<file path="src/rtl/leds_ctrl.sv">
// Button front end for the screen-leds display: synchronise, debounce and
// auto-repeat two push-buttons, then commit row/byte values once per frame.
module leds_ctrl #(
  parameter int DEBOUNCE_CYCLES = 240000,
  parameter int REPEAT_DELAY    = 6000000,
  parameter int REPEAT_PERIOD   = 2100000,
  parameter int NUM_ROWS        = 6,
  parameter int ROW_INIT        = 2
) (
  input  logic       clk,
  input  logic       rst,
  input  logic       inc_row,
  input  logic       inc_byte,
  input  logic       frame_tick,
  output logic [3:0] row_led,
  output logic [7:0] byte_led,
  output logic [7:0] disp,
  output logic       row_evt,
  output logic       byte_evt,
  output logic       pending
);

  localparam int MAX_A = (DEBOUNCE_CYCLES > REPEAT_DELAY) ? DEBOUNCE_CYCLES : REPEAT_DELAY;
  localparam int MAX_P = (MAX_A > REPEAT_PERIOD) ? MAX_A : REPEAT_PERIOD;
  localparam int CW    = $clog2(MAX_P + 1);

  localparam logic [CW-1:0] DB_LIM  = CW'(DEBOUNCE_CYCLES);
  localparam logic [CW-1:0] RD_LIM  = CW'(REPEAT_DELAY);
  localparam logic [CW-1:0] RP_LIM  = CW'(REPEAT_PERIOD);
  localparam logic [CW-1:0] CNT_ONE = CW'(1);

  typedef enum logic [2:0] {
    IDLE,
    PRESS_DB,
    HOLD,
    REPEAT,
    RELEASE_DB
  } btn_state_t;

  logic [1:0] raw;
  logic [1:0] evt_int;

  assign raw = {inc_byte, inc_row};

  // Index 0 handles the row button, index 1 the byte button.
  for (genvar b = 0; b < 2; b++) begin : g_btn
    btn_state_t    state;
    btn_state_t    state_nxt;
    logic [CW-1:0] cnt;
    logic [CW-1:0] cnt_nxt;
    logic          meta;
    logic          s;
    logic          fire;

    always_ff @(posedge clk) begin
      if (rst) begin
        meta  <= 1'b0;
        s     <= 1'b0;
        state <= IDLE;
        cnt   <= '0;
      end else begin
        meta  <= raw[b];
        s     <= meta;
        state <= state_nxt;
        cnt   <= cnt_nxt;
      end
    end

    // A level change on s always takes priority over a counter match.
    always_comb begin
      state_nxt = state;
      cnt_nxt   = cnt;
      fire      = 1'b0;
      case (state)
        IDLE: begin
          if (s) begin
            state_nxt = PRESS_DB;
            cnt_nxt   = CNT_ONE;
          end
        end
        PRESS_DB: begin
          if (!s) begin
            state_nxt = IDLE;
            cnt_nxt   = '0;
          end else if (cnt == DB_LIM) begin
            fire      = 1'b1;
            state_nxt = HOLD;
            cnt_nxt   = '0;
          end else begin
            cnt_nxt = cnt + CNT_ONE;
          end
        end
        HOLD: begin
          if (!s) begin
            state_nxt = RELEASE_DB;
            cnt_nxt   = CNT_ONE;
          end else if (cnt == RD_LIM) begin
            fire      = 1'b1;
            state_nxt = REPEAT;
            cnt_nxt   = '0;
          end else begin
            cnt_nxt = cnt + CNT_ONE;
          end
        end
        REPEAT: begin
          if (!s) begin
            state_nxt = RELEASE_DB;
            cnt_nxt   = CNT_ONE;
          end else if (cnt == RP_LIM) begin
            fire    = 1'b1;
            cnt_nxt = '0;
          end else begin
            cnt_nxt = cnt + CNT_ONE;
          end
        end
        RELEASE_DB: begin
          if (s) begin
            state_nxt = HOLD;
            cnt_nxt   = '0;
          end else if (cnt == DB_LIM) begin
            state_nxt = IDLE;
            cnt_nxt   = '0;
          end else begin
            cnt_nxt = cnt + CNT_ONE;
          end
        end
        default: begin
          state_nxt = IDLE;
          cnt_nxt   = '0;
        end
      endcase
    end

    assign evt_int[b] = fire;
  end

  logic [3:0] row_sh;
  logic [3:0] row_sh_nxt;
  logic [7:0] byte_sh;
  logic [7:0] byte_sh_nxt;
  logic [3:0] row_led_nxt;
  logic [7:0] byte_led_nxt;

  // The commit takes the post-event shadow so a coincident event is not lost.
  always_comb begin
    row_sh_nxt = row_sh;
    if (evt_int[0]) begin
      row_sh_nxt = (row_sh == 4'(NUM_ROWS - 1)) ? 4'd0 : row_sh + 4'd1;
    end
    byte_sh_nxt  = byte_sh + {7'd0, evt_int[1]};
    row_led_nxt  = frame_tick ? row_sh_nxt : row_led;
    byte_led_nxt = frame_tick ? byte_sh_nxt : byte_led;
  end

  always_ff @(posedge clk) begin
    if (rst) begin
      row_sh   <= 4'(ROW_INIT);
      byte_sh  <= 8'd0;
      row_led  <= 4'(ROW_INIT);
      byte_led <= 8'd0;
      row_evt  <= 1'b0;
      byte_evt <= 1'b0;
      pending  <= 1'b0;
    end else begin
      row_sh   <= row_sh_nxt;
      byte_sh  <= byte_sh_nxt;
      row_led  <= row_led_nxt;
      byte_led <= byte_led_nxt;
      row_evt  <= evt_int[0];
      byte_evt <= evt_int[1];
      pending  <= (row_sh_nxt != row_led_nxt) || (byte_sh_nxt != byte_led_nxt);
    end
  end

  assign disp = byte_led;

endmodule

</file>
<file path="config.mk">
export PLATFORM = sky130hd
export DESIGN_NAME = leds_ctrl
export DESIGN_NICKNAME = d
export VERILOG_FILES = /design/src/rtl/leds_ctrl.sv
export SDC_FILE = /design/constraint.sdc
export NUM_CORES = 1
export LEC_CHECK = 0
export CELL_PAD_IN_SITES_DETAIL_PLACEMENT = 2
export CELL_PAD_IN_SITES_GLOBAL_PLACEMENT = 2
export CORE_ASPECT_RATIO = 0.75
export CORE_UTILIZATION = 39
export CTS_CLUSTER_DIAMETER = 50
export CTS_CLUSTER_SIZE = 40
export DETAILED_ROUTE_END_ITERATION = 6
export PLACE_DENSITY = 0.86
export SLEW_MARGIN = 20
export SYNTH_ARGS = -nofsm -noshare
export SYNTH_HDL_FRONTEND = slang
export SYNTH_SLANG_ARGS = --single-unit
export TNS_END_PERCENT = 50
</file>
<file path="constraint.sdc">
create_clock -name clk -period 9.1 [get_ports clk]
set_clock_uncertainty 0.1 [all_clocks]
set_input_delay 1.82 -clock clk [delete_from_list [all_inputs] [get_ports clk]]
set_output_delay 1.82 -clock clk [all_outputs]
set_load 0.01 [all_outputs]
</file>
==> results by group <==
Power
  – Leak: 1.65 nW
  – Pwr/cell area: between 150 and 200 mW/mm²
  – Pwr Total: ~0.82 mW
  – Worst vdd ir: 0.0000836 V

Run
  – Total of max-cap violations: 0

Route
  – DR WL met2: 6960 µm
  – Highest metal used: met4
  – Met1 WL: 6200 µm
  – Vias per inst: between 5 and 6
  – DR WL met3: 538 µm
  – DRT Pass-1 Iters: 4
  – WL per Instance: 21.6 µm
  – Vias: 3703
  – Drt first-iter violations: 162
  – Final ANT Viol Nets: 0
  – Drt drc: 0
  – Final wirelength: roughly 14000 µm

GRT
  – Vias in the first global route: 4085
  – First-pass GRT wire length: approximately 22000 µm
  – Antenna violations before repair: 0
  – Remaining Overflow, GRT: 0
  – Gr usage total: 0.266
  – Largest net degree at the start of global routing: 38

Floorplanning
  – Die H: 91.4 µm
  – Boundary pin count: 28
  – DIE AREA: 0.0111 mm²
  – Die Wd: between 100 and 150 µm
  – Site Rows: 32
  – Starting density of the core: 0.402
  – Area of the core: around 0.010 mm²

Logic synthesis
  – Flops & latches, synth: 83
  – Ys flop type: dfxtp_1
  – Avg Inst Size Synth: ~8.4 µm²
  – Sequential share of the synthesized area: 0.400
  – Netlist cell types: 59
  – Share of flip-flops with an asynchronous set or reset: 0
  – Synth Warn #: 0
  – Number of synthesized flops with an enable pin: 0
  – Cells after Synth: 493
  – Mapped cell area: 0.00416 mm²
  – Syn_nets: a little over 500

Setup path
  – Startpoint types: flop
  – Crit Path Category: reg2reg
  – Worst-path maximum fanout: 4
  – Data required time of the critical path: 9220 ps
  – Critical path data arrival time: 4980 ps
  – Worst setup EP type: flop

CTS
  – CTS tree: yes
  – H-tree depth: 3
  – Maximum root-to-sink buffer count: 2
  – TritonCTS Sinks: 83
  – Worst-path clk slew: ~60 ps
  – Num CTS Buffers: 9
  – # Post-CTS Setup Buffers: 0
  – # hold bufs at CTS: 0
  – Root Driver: clkbuf_16
  – Post_cts resized: 0
  – Clock Latency Late Sink: about 340 ps

Placement
  – Placed Area: 0.00445 mm²
  – DP HPWL: just under 9000 µm
  – Final Wtd Congestion: 0.809
  – PortBufs: 27

STA
  – Setup violators final: 0
  – Final worst-path cycle share: 0.533
  – RSZ-0062 raised after global routing: false
  – Actual slew at the worst max-slew pin: 893 ps
  – Setup_tns: 0 ps
  – Fin crit period: 4850 ps
  – Hold Slack: 357 ps
  – Hold Vio Cnt, Final: 0
  – Max Fclk: 0.206 GHz
  – Relative slew slack: 0.399
  – Final slew viol count: 0

Hold path
  – HP Class: reg2reg

Finish
  – Synth-to-Final Area Change: 14.8%
  – Final nets: 515
  – Commonest cells after routing, fill and taps aside: dfxtp_1 (83), nor2_1 (81), xor2_1 (36)
  – Share of layout cells above drive strength 1: 0.0571
  – Ant. Diodes: 0
  – Post-layout util: 0.462
  – Final instance area: 0.00477 mm²
  – Most common cell after layout, fill and taps aside: dfxtp_1

Status
  – Status: completed
-- worst max-delay path, cell delays in order (launching register included) --
cell and delay, ps:
dfxtp_1 330, inv_1 110, ha_1 160, nor4b_1 340, nand4_1 140, nor4_1 560
a21oi_1 230, nor3_1 280, ha_1 290, ha_1 280, xnor2_1 210, xor2_1 190
a21oi_1 80, or4_1 550, nor4_1 380, o211ai_1 150, o41a_1 340
-- final timing paths --
kind / start / to / slack (ps) / cells past startpoint
hold / removal: g_btn[1].meta / g_btn[1].s / 360 / 1
hold reg to reg: g_btn[1].meta / g_btn[1].s / 360 / 1
setup reg to reg: g_btn[1].cnt[0] / pending / 4250 / 16
setup / recovery: g_btn[1].cnt[0] / pending / 4250 / 16
-- where the power goes --
part           total, mW  internal, mW  switching (mW)
Sequential         0.375         0.368         0.00674
Combinational     0.0458        0.0180          0.0278
Clock              0.400         0.248           0.153
Total              0.821         0.634           0.187
-- cell families (layout without fill, tap and decap cells) --
family / after synthesis / count (layout) / share of synthesized area
AOI/OAI and AO/OA: 61 / 61 / 0.0997
xor gates and xnor gates: 58 / 58 / 0.126
adders and majority gates: 6 / 6 / 0.0181
buffers and inverters: 44 / 59 / 0.0530
DFF: 83 / 83 / 0.400
muxes: 5 / 5 / 0.0120
and+or+nand+nor: 236 / 236 / 0.291
-- flip-flops by register name, indices dropped and copies added, names as in the netlist, 2 cells and up --
register / cells
g_btn.meta: 2
g_btn.s: 2
row_sh: 4
g_btn.cnt: 46
byte_led: 8
row_led: 4
g_btn.state: 6
byte_sh: 8
-- cell type report --
type | count | area [µm²]
clock buffers | 10 | 239
clock inverters | 5 | 85.1
fillers | 1146 | 5560
inverters | 15 | 56.3
multi-input cells | 366 | 2270
flip-flops and latches | 83 | 1660
well taps | 136 | 170
repair buffers | 29 | 285
-- per-layer routing --
layer	track usage	vias up
met4	0.0802	0
met5	0	-
met3	0.0534	19
li1	-	1725
met1	0.328	1872
met2	0.461	87
-- metrics by stage --
step	setup slack, ps	instances
global placement	4660	629
detailed placement	4390	629
global route	3760	644
CTS	4190	644
floorplan	5250	493
finish	4250	644
-- synth_stat cells (all sizes together), types with 4 or more instances --
master	n	area share
a211oi	9	0.016
a21oi	13	0.016
a31oi	4	0.0060
and3	11	0.017
and4	4	0.0084
buf	18	0.030
clkbuf	11	0.0099
dfxtp	83	0.40
ha	6	0.018
inv	15	0.014
mux2i	5	0.012
nand2	35	0.032
nand3	25	0.031
nand4	17	0.026
nor2	81	0.073
nor2b	10	0.015
nor3	15	0.019
nor4	6	0.011
nor4b	4	0.0099
o21ai	9	0.011
or4	6	0.011
xnor2	21	0.044
xor2	36	0.076
Power figures use the tool's default switching activity.
